**config.mk**
```make
export PLATFORM = sky130hd
export DESIGN_NAME = sevenseg_decoder
export DESIGN_NICKNAME = d
export VERILOG_FILES = /design/src/rtl/sevenseg_pkg.sv /design/src/rtl/sevenseg_decoder_filter.sv /design/src/rtl/sevenseg_decoder.sv
export SDC_FILE = /design/constraint.sdc
export NUM_CORES = 1
export LEC_CHECK = 0
export CAP_MARGIN = 0
export CORE_ASPECT_RATIO = 2
export CORE_MARGIN = 2
export CORE_UTILIZATION = 45
export CTS_CLUSTER_SIZE = 24
export DETAILED_ROUTE_END_ITERATION = 10
export GPL_TIMING_DRIVEN = 0
export PLACE_DENSITY = 0.67
export SETUP_SLACK_MARGIN = 0.4
export SYNTH_ARGS = -nofsm -noshare
export SYNTH_HDL_FRONTEND = slang
export SYNTH_SLANG_ARGS = --single-unit
```
**constraint.sdc**
```tcl
create_clock -name clk -period 3.1 [get_ports clk]
set_input_delay 0.465 -clock clk [delete_from_list [all_inputs] [get_ports clk]]
set_output_delay 0.465 -clock clk [all_outputs]
set_load 0.01 [all_outputs]
```
**src/rtl/sevenseg_pkg.sv**
```systemverilog
// Shared constants, digit pattern table, FSM states and pattern decoder
// for the multiplexed 7-segment bus monitor.
package sevenseg_pkg;

  localparam int unsigned SEG_A  = 0;
  localparam int unsigned SEG_B  = 1;
  localparam int unsigned SEG_C  = 2;
  localparam int unsigned SEG_D  = 3;
  localparam int unsigned SEG_E  = 4;
  localparam int unsigned SEG_F  = 5;
  localparam int unsigned SEG_G  = 6;
  localparam int unsigned SEG_DP = 7;

  localparam int unsigned NUM_CODES = 10;

  // Active-high segment patterns (bit0=a .. bit6=g) for digits 0..9
  localparam logic [6:0] DIGIT_PAT [NUM_CODES] = '{
    7'h3F, 7'h06, 7'h5B, 7'h4F, 7'h66,
    7'h6D, 7'h7D, 7'h07, 7'h7F, 7'h6F
  };

  typedef enum logic [1:0] {
    IDLE,
    SETTLE,
    HOLD
  } state_e;

  // Returns {err, bcd}; unknown patterns give {1, 4'hF}
  function automatic logic [4:0] decode(input logic [6:0] pat);
    logic [4:0] res;
    res = 5'h1F;
    for (int i = 0; i < NUM_CODES; i++) begin
      if (pat == DIGIT_PAT[i]) res = {1'b0, 4'(i)};
    end
    return res;
  endfunction

endpackage

```
**src/rtl/sevenseg_decoder_filter.sv**
```systemverilog
// Input register, legal-anode check and stability counter; emits a one-cycle
// capture strobe with the digit index and raw (active-low) segment pattern.
module seg_stability_filter
  import sevenseg_pkg::*;
#(
  parameter int unsigned NUM_DIGITS    = 4,
  parameter int unsigned STABLE_CYCLES = 8,
  localparam int unsigned IW = (NUM_DIGITS > 1) ? $clog2(NUM_DIGITS) : 1
) (
  input  logic                  clk,
  input  logic                  rst,
  input  logic [7:0]            seg_in,
  input  logic [NUM_DIGITS-1:0] an_in,
  output logic                  cap,
  output logic [IW-1:0]         cap_idx,
  output logic [7:0]            cap_seg
);

  localparam int unsigned CW = $clog2(STABLE_CYCLES + 1);
  localparam int unsigned LW = $clog2(NUM_DIGITS + 1);

  logic [7:0]            seg_q;
  logic [NUM_DIGITS-1:0] an_q;
  state_e                state;
  logic [CW-1:0]         cnt;
  logic [IW-1:0]         lat_idx;
  logic [7:0]            lat_seg;
  logic [LW-1:0]         nlow;
  logic [IW-1:0]         idx;
  logic                  legal;

  // Exactly one low anode bit selects a digit; anything else is blanking
  always_comb begin
    nlow = '0;
    idx  = '0;
    for (int i = 0; i < NUM_DIGITS; i++) begin
      if (!an_q[i]) begin
        nlow = nlow + LW'(1);
        idx  = IW'(i);
      end
    end
    legal = (nlow == LW'(1));
  end

  always_ff @(posedge clk or posedge rst) begin
    if (rst) begin
      seg_q   <= '0;
      an_q    <= '0;
      state   <= IDLE;
      cnt     <= '0;
      lat_idx <= '0;
      lat_seg <= '0;
      cap     <= 1'b0;
    end else begin
      seg_q <= seg_in;
      an_q  <= an_in;
      cap   <= 1'b0;
      if (!legal) begin
        state <= IDLE;
        cnt   <= '0;
      end else if (state == IDLE || idx != lat_idx || seg_q != lat_seg) begin
        lat_idx <= idx;
        lat_seg <= seg_q;
        cnt     <= CW'(1);
        state   <= SETTLE;
      end else if (state == SETTLE) begin
        if (cnt == CW'(STABLE_CYCLES - 1)) begin
          cnt   <= CW'(STABLE_CYCLES);
          state <= HOLD;
          cap   <= 1'b1;
        end else begin
          cnt <= cnt + CW'(1);
        end
      end
    end
  end

  assign cap_idx = lat_idx;
  assign cap_seg = lat_seg;

endmodule

```
**src/rtl/sevenseg_decoder.sv**
```systemverilog
// Reconstructs the displayed BCD frame from a multiplexed active-low
// 7-segment bus; publishes a frame once every digit has been captured.
module sevenseg_decoder
  import sevenseg_pkg::*;
#(
  parameter int unsigned NUM_DIGITS     = 4,
  parameter int unsigned STABLE_CYCLES  = 8,
  parameter int unsigned TIMEOUT_CYCLES = 100000
) (
  input  logic                    clk,
  input  logic                    reset,
  input  logic [7:0]              SevenSeg,
  input  logic [NUM_DIGITS-1:0]   Anode,
  output logic [4*NUM_DIGITS-1:0] bcd_out,
  output logic [NUM_DIGITS-1:0]   dp_out,
  output logic                    frame_valid,
  output logic [NUM_DIGITS-1:0]   digit_err,
  output logic                    stale
);

  localparam int unsigned IW = (NUM_DIGITS > 1) ? $clog2(NUM_DIGITS) : 1;
  localparam int unsigned TW = $clog2(TIMEOUT_CYCLES + 1);

  logic                    cap;
  logic [IW-1:0]           cap_idx;
  logic [7:0]              cap_seg;
  logic [4:0]              dec;
  logic [4*NUM_DIGITS-1:0] pend_bcd, nxt_bcd;
  logic [NUM_DIGITS-1:0]   pend_dp, nxt_dp;
  logic [NUM_DIGITS-1:0]   pend_err, nxt_err;
  logic [NUM_DIGITS-1:0]   mask, nxt_mask;
  logic [TW-1:0]           tcnt, tcnt_n;

  seg_stability_filter #(
    .NUM_DIGITS   (NUM_DIGITS),
    .STABLE_CYCLES(STABLE_CYCLES)
  ) u_filter (
    .clk    (clk),
    .rst    (reset),
    .seg_in (SevenSeg),
    .an_in  (Anode),
    .cap    (cap),
    .cap_idx(cap_idx),
    .cap_seg(cap_seg)
  );

  // Merge this cycle's capture so a completing frame includes it
  always_comb begin
    dec      = decode(~cap_seg[6:0]);
    nxt_bcd  = pend_bcd;
    nxt_dp   = pend_dp;
    nxt_err  = pend_err;
    nxt_mask = mask;
    if (cap) begin
      nxt_bcd[4*int'(cap_idx) +: 4] = dec[3:0];
      nxt_dp[cap_idx]               = ~cap_seg[SEG_DP];
      nxt_err[cap_idx]              = dec[4];
      nxt_mask[cap_idx]             = 1'b1;
    end
    if (cap)                             tcnt_n = '0;
    else if (tcnt == TW'(TIMEOUT_CYCLES)) tcnt_n = tcnt;
    else                                 tcnt_n = tcnt + TW'(1);
  end

  always_ff @(posedge clk or posedge reset) begin
    if (reset) begin
      pend_bcd    <= '0;
      pend_dp     <= '0;
      pend_err    <= '0;
      mask        <= '0;
      tcnt        <= '0;
      bcd_out     <= '0;
      dp_out      <= '0;
      digit_err   <= '0;
      frame_valid <= 1'b0;
      stale       <= 1'b0;
    end else begin
      frame_valid <= 1'b0;
      tcnt        <= tcnt_n;
      stale       <= (tcnt_n == TW'(TIMEOUT_CYCLES));
      pend_bcd    <= nxt_bcd;
      pend_dp     <= nxt_dp;
      if (&mask) begin
        bcd_out     <= nxt_bcd;
        dp_out      <= nxt_dp;
        digit_err   <= nxt_err;
        frame_valid <= 1'b1;
        mask        <= '0;
        pend_err    <= '0;
      end else begin
        mask     <= nxt_mask;
        pend_err <= nxt_err;
      end
    end
  end

endmodule

```
# Word level (Yosys, flattened, before mapping)
# Cells that the tools add are included.
dict set report classes {
  n_addsub 6
  n_eq_ne 19
  n_bitwise 3
  shift 2
  magnitude_cmp 2
  mux 43
  reduce_logical 8
}
# operator n
set op_table {}
lappend op_table {{5-bit two-way mux} 10}
lappend op_table {{7-bit == test (second input constant)} 7}
lappend op_table {{4-bit two-way mux} 9}
lappend op_table {{17-bit == test (second input constant)} 2}
lappend op_table {{17-bit two-way mux} 2}
lappend op_table {{4-bit negator with 33-bit output} 1}
lappend op_table {{4-bit by 33-bit variable shift with 16-bit output (first input constant)} 1}
lappend op_table {{4-bit by 33-bit variable part select with 16-bit output} 1}
lappend op_table {{17-bit by 1-bit adder with 17-bit output (second input constant)} 1}
lappend op_table {{16-bit bitwise mux} 1}
lappend op_table {{16-bit two-way mux} 1}
lappend op_table {{7-bit by 3-bit == test with 1-bit output (second input constant)} 2}
lappend op_table {{2-bit two-way mux} 6}
lappend op_table {{3-bit two-way mux} 3}
lappend op_table {{4-bit bitwise mux} 2}
lappend op_table {{1-bit two-way mux} 8}
lappend op_table {{8-bit inequality test} 1}
lappend op_table {{7-bit by 6-bit == test with 1-bit output (second input constant)} 1}
lappend op_table {{7-bit inverter} 1}
lappend op_table {{3-bit by 1-bit adder with 3-bit output (second input constant)} 2}
lappend op_table {{3-bit inequality test (second input constant)} 2}
lappend op_table {{4-bit by 1-bit adder with 4-bit output (second input constant)} 1}
lappend op_table {{4-bit by 3-bit == test with 1-bit output (second input constant)} 1}
lappend op_table {{4-bit bitwise OR} 1}
lappend op_table {{14 further kinds} 16}
dict set report totals {
  out_inout_bits 26
  in_bits 14
  ff_bits 100
  word_cells 100
}

# Depth between registers and ports, before layout
# Gate-level depths: netlist of run 1.
dict set report depth {
  word_depth 15
  depth_mapped 10
  mapped_depth_nobuf 9
}

# By module
# From an unflattened synthesis of run 1, not the netlist that was laid out.
dict set report unflattened {
  hier_cells 457
  area_unflattened_um2 4797.1
}
# module area_per_inst_um2 seq_area_each_um2 cells_each instances
set by_module_without_submodules {}
lappend by_module_without_submodules {sevenseg_decoder 3498.4 1776.7 352 1}
lappend by_module_without_submodules {seg_stability_filter 1298.7 725.7 105 1}

# Worst setup path after synthesis of run 1
# No wires, ideal clock.
dict set report synth_path {
  kind {reg-to-reg}
  from {register u_filter.an_q[1]}
  to {register u_filter.lat_seg[0] (netlist: u_filter.cap_seg[0])}
  setup_time_ps 125
  path_buffers 1
  stages_incl_launch_ff 10
  t_arrival_ps 2116
  required_time_ps 2975
  setup_slack_ps 859
  period_less_slack_ps 2241
  path_cell_list {dfrtp_1 -> inv_1 -> ha_1 -> xnor2_1 -> ha_1 -> xor2_1 -> a2bb2oi_1 -> or2_1 -> buf_4 -> mux2_2}
}
dict set report synth_between {
  elab_chain_cells 7
  word_cells_on_any_way 13
  classes_between {2 x add/sub; 2 x eq/ne; 6 x mux; 3 x reduce/logical}
}
# element line_no
set synth_lines {}
lappend synth_lines {{start: declaration} sevenseg_decoder_filter.sv:23} ;# logic [NUM_DIGITS-1:0] an_q;
lappend synth_lines {{start signal: assignment} sevenseg_decoder_filter.sv:56} ;# an_q <= an_in;
lappend synth_lines {{3-bit two-way mux or 1-bit two-way mux (tied branches)} sevenseg_decoder_filter.sv:37} ;# if (!an_q[i]) begin
lappend synth_lines {{3-bit by 1-bit adder with 3-bit output or 2-bit two-way mux (tied branches)} {sevenseg_decoder_filter.sv:38, sevenseg_decoder_filter.sv:37}}
lappend synth_lines {{3-bit two-way mux or 2-bit two-way mux (tied branches)} sevenseg_decoder_filter.sv:37}
lappend synth_lines {{3-bit by 1-bit adder with 3-bit output or 2-bit inequality test (tied branches)} {sevenseg_decoder_filter.sv:38, sevenseg_decoder_filter.sv:61}}
lappend synth_lines {{3-bit two-way mux or 1-bit logical OR (tied branches)} {sevenseg_decoder_filter.sv:37, sevenseg_decoder_filter.sv:61}}
lappend synth_lines {{3-bit by 1-bit == test with 1-bit output or 1-bit logical OR (tied branches)} {sevenseg_decoder_filter.sv:42, sevenseg_decoder_filter.sv:61}}
lappend synth_lines {{2-bit AND reduction (no line) *} -}
lappend synth_lines {{end signal: assignment} sevenseg_decoder_filter.sv:63} ;# lat_seg <= seg_q;
lappend synth_lines {{end: declaration} sevenseg_decoder_filter.sv:27} ;# logic [7:0] lat_seg;
# Mark *: on every way between the ends. The rest lies on a longest branch, timed or not.
# A chain may end at the register's enable or synchronous reset.

# Worst setup path in the final report of run 1
dict set report layout_path {
  from {register u_filter.an_q[1]}
  to {register u_filter.lat_seg[3] (netlist: u_filter.cap_seg[3])}
}
# The elaborated chain is that of the path after synthesis.

==> results of run 1 <==
==> critical path, cell delays in order (launching register included) <==
cell	delay, ns
dfrtp_1	0.40
inv_1	0.08
ha_1	0.31
xnor2_1	0.16
ha_1	0.23
xor2_1	0.16
a2bb2oi_1	0.37
or2_1	0.16
buf_4	0.18
mux2_2	0.35
==> report_power, final <==
part	total (mW)	switching (mW)	internal (mW)
combinational	0.522	0.299	0.223
clock	1.15	0.510	0.638
sequential	1.43	0.0640	1.37
==> per-stage QoR <==
step | cells | setup WS, ns | area, um^2 | hold WS (ns) | power (mW)
global placement | 622 | 0.4126 | 5296 | 0.4544 | 1.959
CTS | 640 | 0.5771 | 5644 | 0.4733 | 3.133
global route | 640 | 0.4236 | 5650 | 0.5014 | 3.251
floorplan | 446 | 0.8592 | 4735 | 0.4380 | 1.838
detailed placement | 624 | 0.5986 | 5336 | 0.4537 | 1.978
finish | 640 | 0.5720 | 5650 | 0.4799 | 3.102
==> cell usage after synthesis, drive strengths merged <==
cell,n
dfrtp,100
nor2,40
nand2,39
a21oi,23
mux2,23
o21ai,20
inv,19
xnor2,18
clkbuf,14
ha,14
nand3,13
nand4,12
buf,10
nor3,10
xor2,9
a22o,8
and3,7
nor2b,7
nor4,7
nand3b,5
a32oi,4
a2111oi,3
and2,3
mux2i,3
nor3b,3
nor4b,3
o31ai,3
a211o,2
a2bb2oi,2
nand4b,2
nor4bb,2
o2111ai,2
or2,2
or3,2
or3b,2
or4b,2
a21o,1
a22oi,1
a31oi,1
and3b,1
and4b,1
nand2b,1
o22ai,1
or4,1
==> area by class of cell <==
cell class	instances	area [um^2]	area share (%)
plain buffers	24	108.9	1.926
repair buffers	41	430.4	7.617
inverters	19	75.07	1.329
flip-flops and latches	100	2502	44.29
clock inverters	7	82.58	1.461
well taps	137	171.4	3.034
multi-input cells	303	2054	36.36
clock buffers	9	225.2	3.986
==> worst paths after layout <==
kind | start | end | depth (start not counted)
worst max-delay path | u_filter.an_q[1] | u_filter.cap_seg[3] | 9
worst min-delay path | pend_bcd[7] | pend_bcd[7] | 2
worst max register to register | u_filter.an_q[1] | u_filter.cap_seg[3] | 9
worst min register to register | pend_bcd[7] | pend_bcd[7] | 2
max in group asynchronous | reset | bcd_out[0] | 3
min in group asynchronous | reset | stale | 2
==> state kept, by name, summed over array words and instances (netlist names), 8 cells and up <==
name              count
u_filter.seg_q        8
pend_bcd             16
tcnt                 17
u_filter.cap_seg      8
bcd_out              16
==> cell families (layout without fill, tap and decap cells) <==
kind of cell               count (synthesis)  after routing
AOI/OAI and AO/OA                         71             71
xor gates and xnor gates                  27             27
adders and majority gates                 14             14
buffers and inverters                     43            100
DFF                                      100            100
muxes                                     26             26
and+or+nand+nor                          165            165
==> layer usage <==
layer / track usage (%) / vias up / wire, um
met4: 7.364 / 0 / 174
met2: 29.20 / 84 / 4730
met1: 22.91 / 1714 / 4066
met3: 2.785 / 12 / 330
met5: 0 / - / 0
li1: - / 1672 / -
==> timing repair <==
action | in CTS | in global routing
setup buffers | 0 | 0
resized for setup | 0 | 1
setup endpoints to repair | 0 | 2
==> impl_results.rst, run 1 <==
.. list-table::
   :header-rows: 1

   * - Metric
     - Value
   * - Worst endpoint required time
     - 3.33 ns
   * - Routed WL
     - 9301 um
   * - Pwr Density
     - 549.0 nW/um^2
   * - Mapped Area
     - 4731 um^2
   * - IO Count
     - 40
   * - Ranking of synthesized cells by area
     - dfrtp_1, mux2_2, ha_1, xnor2_1, nor2_1
   * - Area delta synth->final
     - 19.44%
   * - Per-cell via count in the routed design
     - 5.441
   * - TNS Setup
     - 0 ns
   * - Final cycle utilization of the critical path
     - 81.55%
   * - Fin. Hold Viols
     - 0
   * - Compound-cell area share of the yosys netlist
     - 9.706%
   * - Die span in x
     - 76.50 um
   * - CTS tree
     - yes
   * - RSZ-0062 raised after global routing
     - false
   * - Max-cap violations
     - 0
   * - Layout Nets
     - 526
   * - Number of buffers inserted during clock tree synthesis
     - 9
   * - Synth top area share
     - 52.90%
   * - #FFs+latches synth
     - 100
   * - Number of buffers added on ports
     - 39
   * - Antenna viol nets, final
     - 0
   * - Clock slew at reported path FFs
     - 0.07 ns
   * - Layout cells sized above 1
     - 11.73%
   * - Antenna violations before repair
     - 0
   * - Worst min path class
     - reg -> reg
   * - Largest area contributor in the synthesized netlist
     - dfrtp_1
   * - Syn Nets
     - 474
   * - Unique masters post-synth
     - 57
   * - Clock sink count
     - 100
   * - Post-route DRC violation count
     - 0
   * - Worst-skew pair later-pin latency
     - 0.35 ns
   * - Worst Setup End Kind
     - flip-flop
   * - Proportion of synthesized area in mux cells
     - 6.109%
   * - Reg2reg setup slack
     - 0.57 ns
   * - Post-synthesis sequential area ratio
     - 52.90%
   * - Most common library cell in the layout ignoring fill and taps
     - dfrtp_1
   * - Number of warnings issued by yosys
     - 0
   * - Main combinational cell family by area after synthesis
     - simple AND/OR/NAND/NOR gates
   * - Achievable frequency
     - 395.6 MHz
   * - Simple-gate portion of the synthesized area
     - 18.78%
   * - Vias in the first global route
     - 3404
   * - Routability-driven placement congestion ratio
     - 0.8569
   * - Largest voltage drop on the vdd net
     - 0.4398 mV
   * - Critical path arrival
     - 2.76 ns
   * - Number of max-slew violations in the final report
     - 0
   * - Total GRT Usage
     - 17.58%
   * - Die height
     - 149 um
   * - DR iter-0 viols
     - 162
   * - Synth Area in XOR/XNOR
     - 4.999%
   * - Antenna diode count
     - 0
   * - Pin slew with the least headroom to its limit
     - 0.7458 ns
   * - Minimum clock period
     - 2.528 ns
   * - Root buffer cell
     - clkbuf_16
   * - Worst Setup Start Kind
     - flip-flop
   * - Critical Setup Path Class
     - reg -> reg
   * - Core area
     - 10340 um^2
   * - Starting utilization of the core area
     - 45.73%
   * - Instance count of the mapped netlist
     - 446
   * - Avg Cell Area, Syn
     - 10.61 um^2
   * - Worst clock skew
     - 0.007783 ns
   * - CTS Buffer Depth
     - 2
   * - Final count of negative-setup-slack endpoints
     - 0
   * - Die Outline Area
     - 11400 um^2
   * - Number of vias after detailed routing
     - 3482
   * - Relative slew margins
     - 49.82%
   * - Pin count of the biggest net entering global routing
     - 42
   * - Most used cells in the layout excluding fill and tap cells
     - dfrtp_1, nor2_1, nand2_1, clkdlybuf4s50_1, mux2_2
   * - Leakage power summed over all cells
     - 2.441 nW
   * - Detail-routed net length per standard cell
     - 14.53 um
   * - Global-route wire length before repair
     - 16160 um
   * - Number of core rows
     - 53
   * - Maximum level of the CTS H-tree
     - 3
   * - Final HPWL from detailed placement
     - 6566 um
   * - Adder-Cell Fraction of Synth Area
     - 3.703%
   * - Result of the run
     - completed
   * - Share of the core filled with cells in the final layout
     - 54.62%
   * - Remaining global-route overflow
     - 0
   * - Number of fill cells in the layout
     - 980
   * - Hold buffer count at CTS
     - 0
   * - Detailed-router iteration count before antenna repair
     - 5
   * - Highest fanout seen on the critical path
     - 10
(Power assumes the default switching activity.)
==> run 2, diff against run 1 <==
==> constraint.sdc (replaced) <==
create_clock -name clk -period 2.1 [get_ports clk]
set_input_delay 0.315 -clock clk [delete_from_list [all_inputs] [get_ports clk]]
set_output_delay 0.315 -clock clk [all_outputs]
set_load 0.01 [all_outputs]
==> impl_results.rst, run 2 (synthesis gave the netlist of run 1 again) <==
.. list-table::
   :header-rows: 1

   * - Metric
     - Value
   * - Die height
     - 149 um (unchanged)
   * - Violated checks
     - setup timing
   * - Worst min path class
     - in -> async
   * - Pwr Density
     - 781.1 nW/um^2 (+42%)
   * - Max stage delay cell, worst path
     - dfrtp_1
   * - Pin count of the biggest net entering global routing
     - 31 (-26%)
   * - Number of buffers inserted during clock tree synthesis
     - 9 (unchanged)
   * - Worst reg2reg startpoint
     - u_filter.an_q[1]
   * - Antenna diode count
     - 0 (unchanged)
   * - Place WS
     - -0.2485 ns (-0.8471 ns)
   * - Post-route DRC violation count
     - 0 (unchanged)
   * - Worst Setup End Kind
     - flip-flop
   * - Most frequent CP cell
     - ha_4
   * - Critical path arrival
     - 2.35 ns (-0.41 ns)
   * - Relative slew margins
     - 69.51% (+20 points)
   * - Final worst setup slack
     - -0.01503 ns (-0.5870 ns)
   * - Most used cells in the layout excluding fill and tap cells
     - dfrtp_1, buf_4, clkdlybuf4s50_1
   * - Result of the run
     - finished with violations
   * - DR iter-0 viols
     - 186 (+15%)
   * - Vias in the first global route
     - 3701 (+8.7%)
   * - Layout cells sized above 1
     - 37.99% (+26 points)
   * - Fin. Hold Viols
     - 0 (unchanged)
   * - Pin slew with the least headroom to its limit
     - 0.4565 ns (-0.2893 ns)
   * - Remaining global-route overflow
     - 0 (unchanged)
   * - Register with the highest flop count
     - tcnt
   * - Detailed-router iteration count before antenna repair
     - 4 (-1)
   * - Worst Setup Start Kind
     - flip-flop
   * - Post-placement cell area
     - 5525 um^2 (+3.5%)
   * - Achievable frequency
     - 472.8 MHz (+20%)
   * - Clock sink count
     - 100 (unchanged)
   * - Critical path launch point
     - u_filter.an_q[1]
   * - Highest fanout seen on the critical path
     - 5 (-5)
   * - Number of flip-flops in the largest register
     - 17 (unchanged)
   * - Power, Total
     - 5.333 mW (+72%)
   * - Global-route wire length before repair
     - 17800 um (+10%)
   * - Routed WL
     - 10880 um (+17%)
   * - Minimum clock period
     - 2.115 ns (-0.4130 ns)
   * - Share of the core filled with cells in the final layout
     - 66.00% (+11 points)
   * - Total GRT Usage
     - 19.43% (+1.8 points)
   * - Final count of negative-setup-slack endpoints
     - 5 (+5)
   * - Hold buffer count at CTS
     - 0 (unchanged)
   * - IO Count
     - 40 (unchanged)
   * - Antenna violations before repair
     - 0 (unchanged)
   * - Top Family by Delay on Critical Path
     - adder cells
   * - Layout Nets
     - 581 (+10%)
   * - Root buffer cell
     - clkbuf_16
   * - Number of buffers and inverters on the critical path
     - 2 (unchanged)
   * - Worst clock skew
     - 0.007861 ns (+0.00007791 ns)
   * - Area delta synth->final
     - 44.33%
   * - Final cycle utilization of the critical path
     - 100.7% (+19 points)
   * - RSZ-0062 raised after global routing
     - true
   * - Worst-skew pair later-pin latency
     - 0.35 ns (about the same)
   * - CTS tree
     - yes
   * - Critical Setup Path Class
     - reg -> reg
   * - Ordered list of cells on the worst path
     - inv_2 -> ha_4 -> xnor2_4 -> ha_4 -> nor3_4 -> a2bb2oi_2 -> or2_1 -> buf_6 -> mux2_2
   * - Number of buffers added on ports
     - 39 (unchanged)
   * - Delay of the slowest critical-path stage
     - 0.40 ns (about the same)
   * - Max-cap violations
     - 0 (unchanged)
   * - Die Outline Area
     - 11400 um^2 (unchanged)
   * - Leakage power summed over all cells
     - 2.985 nW (+22%)
   * - Routability-driven placement congestion ratio
     - 0.8535 (-0.40%)
   * - Clock slew at reported path FFs
     - 0.08 ns (about the same)
   * - Post-route cell area
     - 6828 um^2 (+21%)
   * - Starting utilization of the core area
     - 45.73% (unchanged)
   * - Final HPWL from detailed placement
     - 6757 um (+2.9%)
   * - Number of core rows
     - 53 (unchanged)
   * - Largest voltage drop on the vdd net
     - 0.6980 mV (+59%)
   * - Core area
     - 10340 um^2 (unchanged)
   * - Worst endpoint required time
     - 2.33 ns (-1.00 ns)
   * - Most common library cell in the layout ignoring fill and taps
     - dfrtp_1
   * - Maximum level of the CTS H-tree
     - 3 (unchanged)
   * - Die span in x
     - 76.50 um (unchanged)
   * - Number of vias after detailed routing
     - 3750 (+7.7%)
   * - Antenna viol nets, final
     - 0 (unchanged)
   * - Number of max-slew violations in the final report
     - 0 (unchanged)
   * - Largest registers ranked by flip-flop count
     - tcnt (17), bcd_out (16), pend_bcd (16)
   * - CTS Buffer Depth
     - 2 (unchanged)
   * - Per-cell via count in the routed design
     - 5.396 (-0.83%)
   * - Detail-routed net length per standard cell
     - 15.65 um (+7.7%)
run 2: changes by cell type in the layout (fill, tap and decap cells not counted), moves of 10 or more:
cell      change
buf_4        +46
buf_6        +11
clkbuf_1     -12
mux2_2       -10
mux2_4       +10
o21ai_0      -10
o21ai_2      +11
run 2: timing repair:
item / CTS / global route
buffers inserted: 36 / 17
gates cloned: 0 / 1
endpoints found under the setup margin: 77 / 69
resized for setup: 82 / 60
pin swaps: 22 / 34
run 2: cell type report:
cell class,instances,area [um^2]
plain buffers,24,210.2
clock inverters,7,92.59
inverters,19,85.08
flip-flops and latches,100,2511
multi-input cells,303,2634
repair buffers,96,898.4
well taps,137,171.4
clock buffers,9,225.2
fillers,819,3517
run 2: final timing paths:
check,end,slack (ns),depth (start not counted)
worst max-delay path,u_filter.cap_seg[2],-0.02,9
worst min-delay path,pend_bcd[6],0.33,2
worst max register to register,u_filter.cap_seg[2],-0.02,9
worst min register to register,pend_bcd[13],0.48,2
max in group asynchronous,u_filter.cap_idx[1],1.07,4
min in group clk,u_filter.seg_q[4],0.40,1
run 2: worst register-to-register path, stage by stage, from the launching register on:
cell and delay [ns]:
dfrtp_1 0.40, inv_2 0.07, ha_4 0.29, xnor2_4 0.13
ha_4 0.23, nor3_4 0.12, a2bb2oi_2 0.08, or2_1 0.26
buf_6 0.15, mux2_2 0.27
run 2: stage by stage:
stage                     cells  TNS [ns]  hold slack [ns]
after CTS                   677   -0.1991           0.3447
after global placement      622    -43.56           0.4566
after floorplan             446         0           0.3464
after detailed placement    625    -2.022           0.4614
after global routing        695   -0.5227           0.3622
final                       695  -0.03515           0.3303
run 2: report_power, final:
part / total, mW / internal (mW) / switching, mW / leakage (nW)
combinational: 1.49 / 0.742 / 0.744 / 1.51
clock: 1.75 / 0.956 / 0.790 / 0.155
sequential: 2.10 / 2.02 / 0.0814 / 1.32
total: 5.33 / 3.72 / 1.61 / 2.99
run 2: layer usage:
metal | part of all wire [%] | GRT usage, %
met5 | 0 | 0
met4 | 1.5 | 7.273
met3 | 3.3 | 3.632
met2 | 53 | 33.14
met1 | 42 | 24.56
==> run 3, diff against run 2 <==
--- a/config.mk
+++ b/config.mk
@@ -5,13 +5,13 @@
 export SDC_FILE = /design/constraint.sdc
 export NUM_CORES = 1
 export LEC_CHECK = 0
+export ABC_CLOCK_PERIOD_IN_PS = 2100
 export CAP_MARGIN = 0
 export CORE_ASPECT_RATIO = 2
 export CORE_MARGIN = 2
 export CORE_UTILIZATION = 45
 export CTS_CLUSTER_SIZE = 24
 export DETAILED_ROUTE_END_ITERATION = 10
-export GPL_TIMING_DRIVEN = 0
 export PLACE_DENSITY = 0.67
 export SETUP_SLACK_MARGIN = 0.4
 export SYNTH_ARGS = -nofsm -noshare
==> impl_results.rst, run 3 (synthesis gave the netlist of run 1 again) <==
.. list-table::
   :header-rows: 1

   * - Metric
     - Value
   * - CTS Buffer Depth
     - 2 (unchanged)
   * - Result of the run
     - completed
   * - RSZ-0062 raised after global routing
     - true
   * - CTS tree
     - yes
   * - Fin. Hold Viols
     - 0 (unchanged)
   * - Final count of negative-setup-slack endpoints
     - 0 (-5)
   * - Core area
     - 10340 um^2 (unchanged)
   * - Number of buffers and inverters on the critical path
     - 2 (unchanged)
   * - Final cycle utilization of the critical path
     - 99.83% (-0.88 points)
   * - Global-route wire length before repair
     - 16720 um (-6.1%)
   * - Final instance count without filler cells
     - 685 (-1.4%)
   * - Max-cap violations
     - 0 (unchanged)
   * - Number of max-slew violations in the final report
     - 0 (unchanged)
   * - Clock sink count
     - 100 (unchanged)
   * - Register with the highest flop count
     - tcnt
   * - Worst-skew pair later-pin latency
     - 0.35 ns (about the same)
   * - Remaining global-route overflow
     - 0 (unchanged)
   * - Root buffer cell
     - clkbuf_16
   * - Number of buffers added on ports
     - 39 (unchanged)
   * - Worst clock skew
     - 0.007753 ns (-0.0001074 ns)
   * - Number of vias after detailed routing
     - 3628 (-3.3%)
   * - Antenna violations before repair
     - 0 (unchanged)
   * - Minimum clock period
     - 2.097 ns (-0.01851 ns)
   * - TNS Setup
     - 0 ns (+0.03515 ns)
   * - Max stage delay cell, worst path
     - dfrtp_1
   * - Hold buffer count at CTS
     - 0 (unchanged)
   * - Most used cells in the layout excluding fill and tap cells
     - dfrtp_1, buf_4, nand2_1, clkdlybuf4s50_1, nor2_1
   * - Top Family by Delay on Critical Path
     - adder cells
   * - Largest voltage drop on the vdd net
     - 0.6343 mV (-9.1%)
   * - Antenna diode count
     - 0 (unchanged)
   * - Total GRT Usage
     - 18.15% (-1.3 points)
   * - Worst endpoint required time
     - 2.33 ns (about the same)
   * - Die span in x
     - 76.50 um (unchanged)
   * - Routed WL
     - 10370 um (-4.7%)
   * - IO Count
     - 40 (unchanged)
   * - Detailed-router iteration count before antenna repair
     - 4 (unchanged)
   * - Highest fanout seen on the critical path
     - 4 (-1)
   * - Antenna viol nets, final
     - 0 (unchanged)
   * - Worst Setup End Kind
     - flip-flop
   * - Routability-driven placement congestion ratio
     - 0.8367 (-2.0%)
   * - Starting utilization of the core area
     - 45.73% (unchanged)
   * - Relative slew margins
     - 65.43% (-4.1 points)
   * - Critical Setup Path Class
     - reg -> reg
   * - Per-cell via count in the routed design
     - 5.296 (-1.8%)
   * - Detail-routed net length per standard cell
     - 15.13 um (-3.3%)
   * - DR iter-0 viols
     - 201 (+8.1%)
   * - Vias in the first global route
     - 3521 (-4.9%)
   * - Delay of the slowest critical-path stage
     - 0.41 ns (about the same)
   * - Ordered list of cells on the worst path
     - inv_2 -> ha_4 -> xnor2_4 -> ha_4 -> nor3_4 -> a2bb2oi_2 -> or2_4 -> clkbuf_16 -> mux2_2
   * - Layout cells sized above 1
     - 37.23% (-0.77 points)
   * - Largest registers ranked by flip-flop count
     - tcnt (17), bcd_out (16), pend_bcd (16)
   * - Pin count of the biggest net entering global routing
     - 101 (+230%)
   * - Die height
     - 149 um (unchanged)
   * - Post-Place Cells
     - 633 (+1.3%)
   * - Clock slew at reported path FFs
     - 0.07 ns (about the same)
   * - Number of buffers inserted during clock tree synthesis
     - 9 (unchanged)
   * - Most frequent CP cell
     - ha_4
   * - Area delta synth->final
     - 40.97%
   * - Achievable frequency
     - 477.0 MHz (+0.88%)
   * - Die Outline Area
     - 11400 um^2 (unchanged)
   * - Worst min path class
     - in -> reg
   * - Maximum level of the CTS H-tree
     - 3 (unchanged)
   * - Layout Nets
     - 571 (-1.7%)
   * - Reg2reg setup slack
     - 0.003 ns (+0.02 ns)
   * - Number of core rows
     - 53 (unchanged)
   * - Final HPWL from detailed placement
     - 6347 um (-6.1%)
   * - Number of flip-flops in the largest register
     - 17 (unchanged)
   * - Worst Setup Start Kind
     - flip-flop
   * - Post-route DRC violation count
     - 0 (unchanged)
   * - Leakage power summed over all cells
     - 2.868 nW (-3.9%)
   * - Pin slew with the least headroom to its limit
     - 0.5185 ns (+0.06204 ns)
   * - Most common library cell in the layout ignoring fill and taps
     - dfrtp_1
   * - Critical path arrival
     - 2.33 ns (-0.02 ns)
   * - Pwr Density
     - 750.5 nW/um^2 (-3.9%)
-- run 3: timing repair --
| item | CTS | global route |
|---|---|---|
| pin swaps | 15 | 20 |
| endpoints found under the hold margin | 0 | 0 |
| setup buffers | 19 | 15 |
| endpoints found under the setup margin | 58 | 63 |
| resized for setup | 32 | 79 |
| cloned | 1 | 1 |
-- run 3: cell type report --
cell class | count | area (um^2)
inverters | 19 | 80.08
well taps | 137 | 171.4
repair buffers | 109 | 1017
clock inverters | 7 | 75.07
clock buffers | 9 | 225.2
multi-input cells | 304 | 2579
fillers | 818 | 3676
flip-flops and latches | 100 | 2521
-- run 3: per-layer routing --
layer | global-route usage (%) | share of wire (%)
met5 | 0 | 0
met3 | 1.877 | 2.9
met2 | 29.38 | 52
met1 | 24.38 | 44
met4 | 9.000 | 1.7
-- run 3: final timing paths --
check	startpoint	to	cells past startpoint
worst max-delay path	u_filter.an_q[1]	u_filter.cap_seg[6]	9
worst min-delay path	SevenSeg[1]	u_filter.seg_q[1]	1
worst max register to register	u_filter.an_q[1]	u_filter.cap_seg[6]	9
worst min register to register	dp_out[1]	dp_out[1]	2
max in group asynchronous	reset	u_filter.cap_seg[6]	3
min in group asynchronous	reset	stale	3
-- run 3: stage by stage --
step	area, um^2	power [mW]	hold slack [ns]	setup slack (ns)	utilization (%)
2_1_floorplan	4903	2.822	0.3464	0.04409	-
3_3_place_gp	5602	2.989	0.4588	-0.004272	54.15
3_5_place_dp	5602	3.007	0.4613	-0.07955	54.15
4_1_cts	6171	4.711	0.3899	-0.006490	59.65
5_1_grt	6669	5.216	0.3995	-0.06330	64.47
6_report	6669	5.005	0.4024	0.003482	64.47
-- run 3: power breakdown --
| part | internal (mW) | switching, mW |
|---|---|---|
| Combinational | 0.573 | 0.607 |
| Sequential | 2.02 | 0.127 |
| Clock | 0.932 | 0.743 |
| Total | 3.53 | 1.48 |
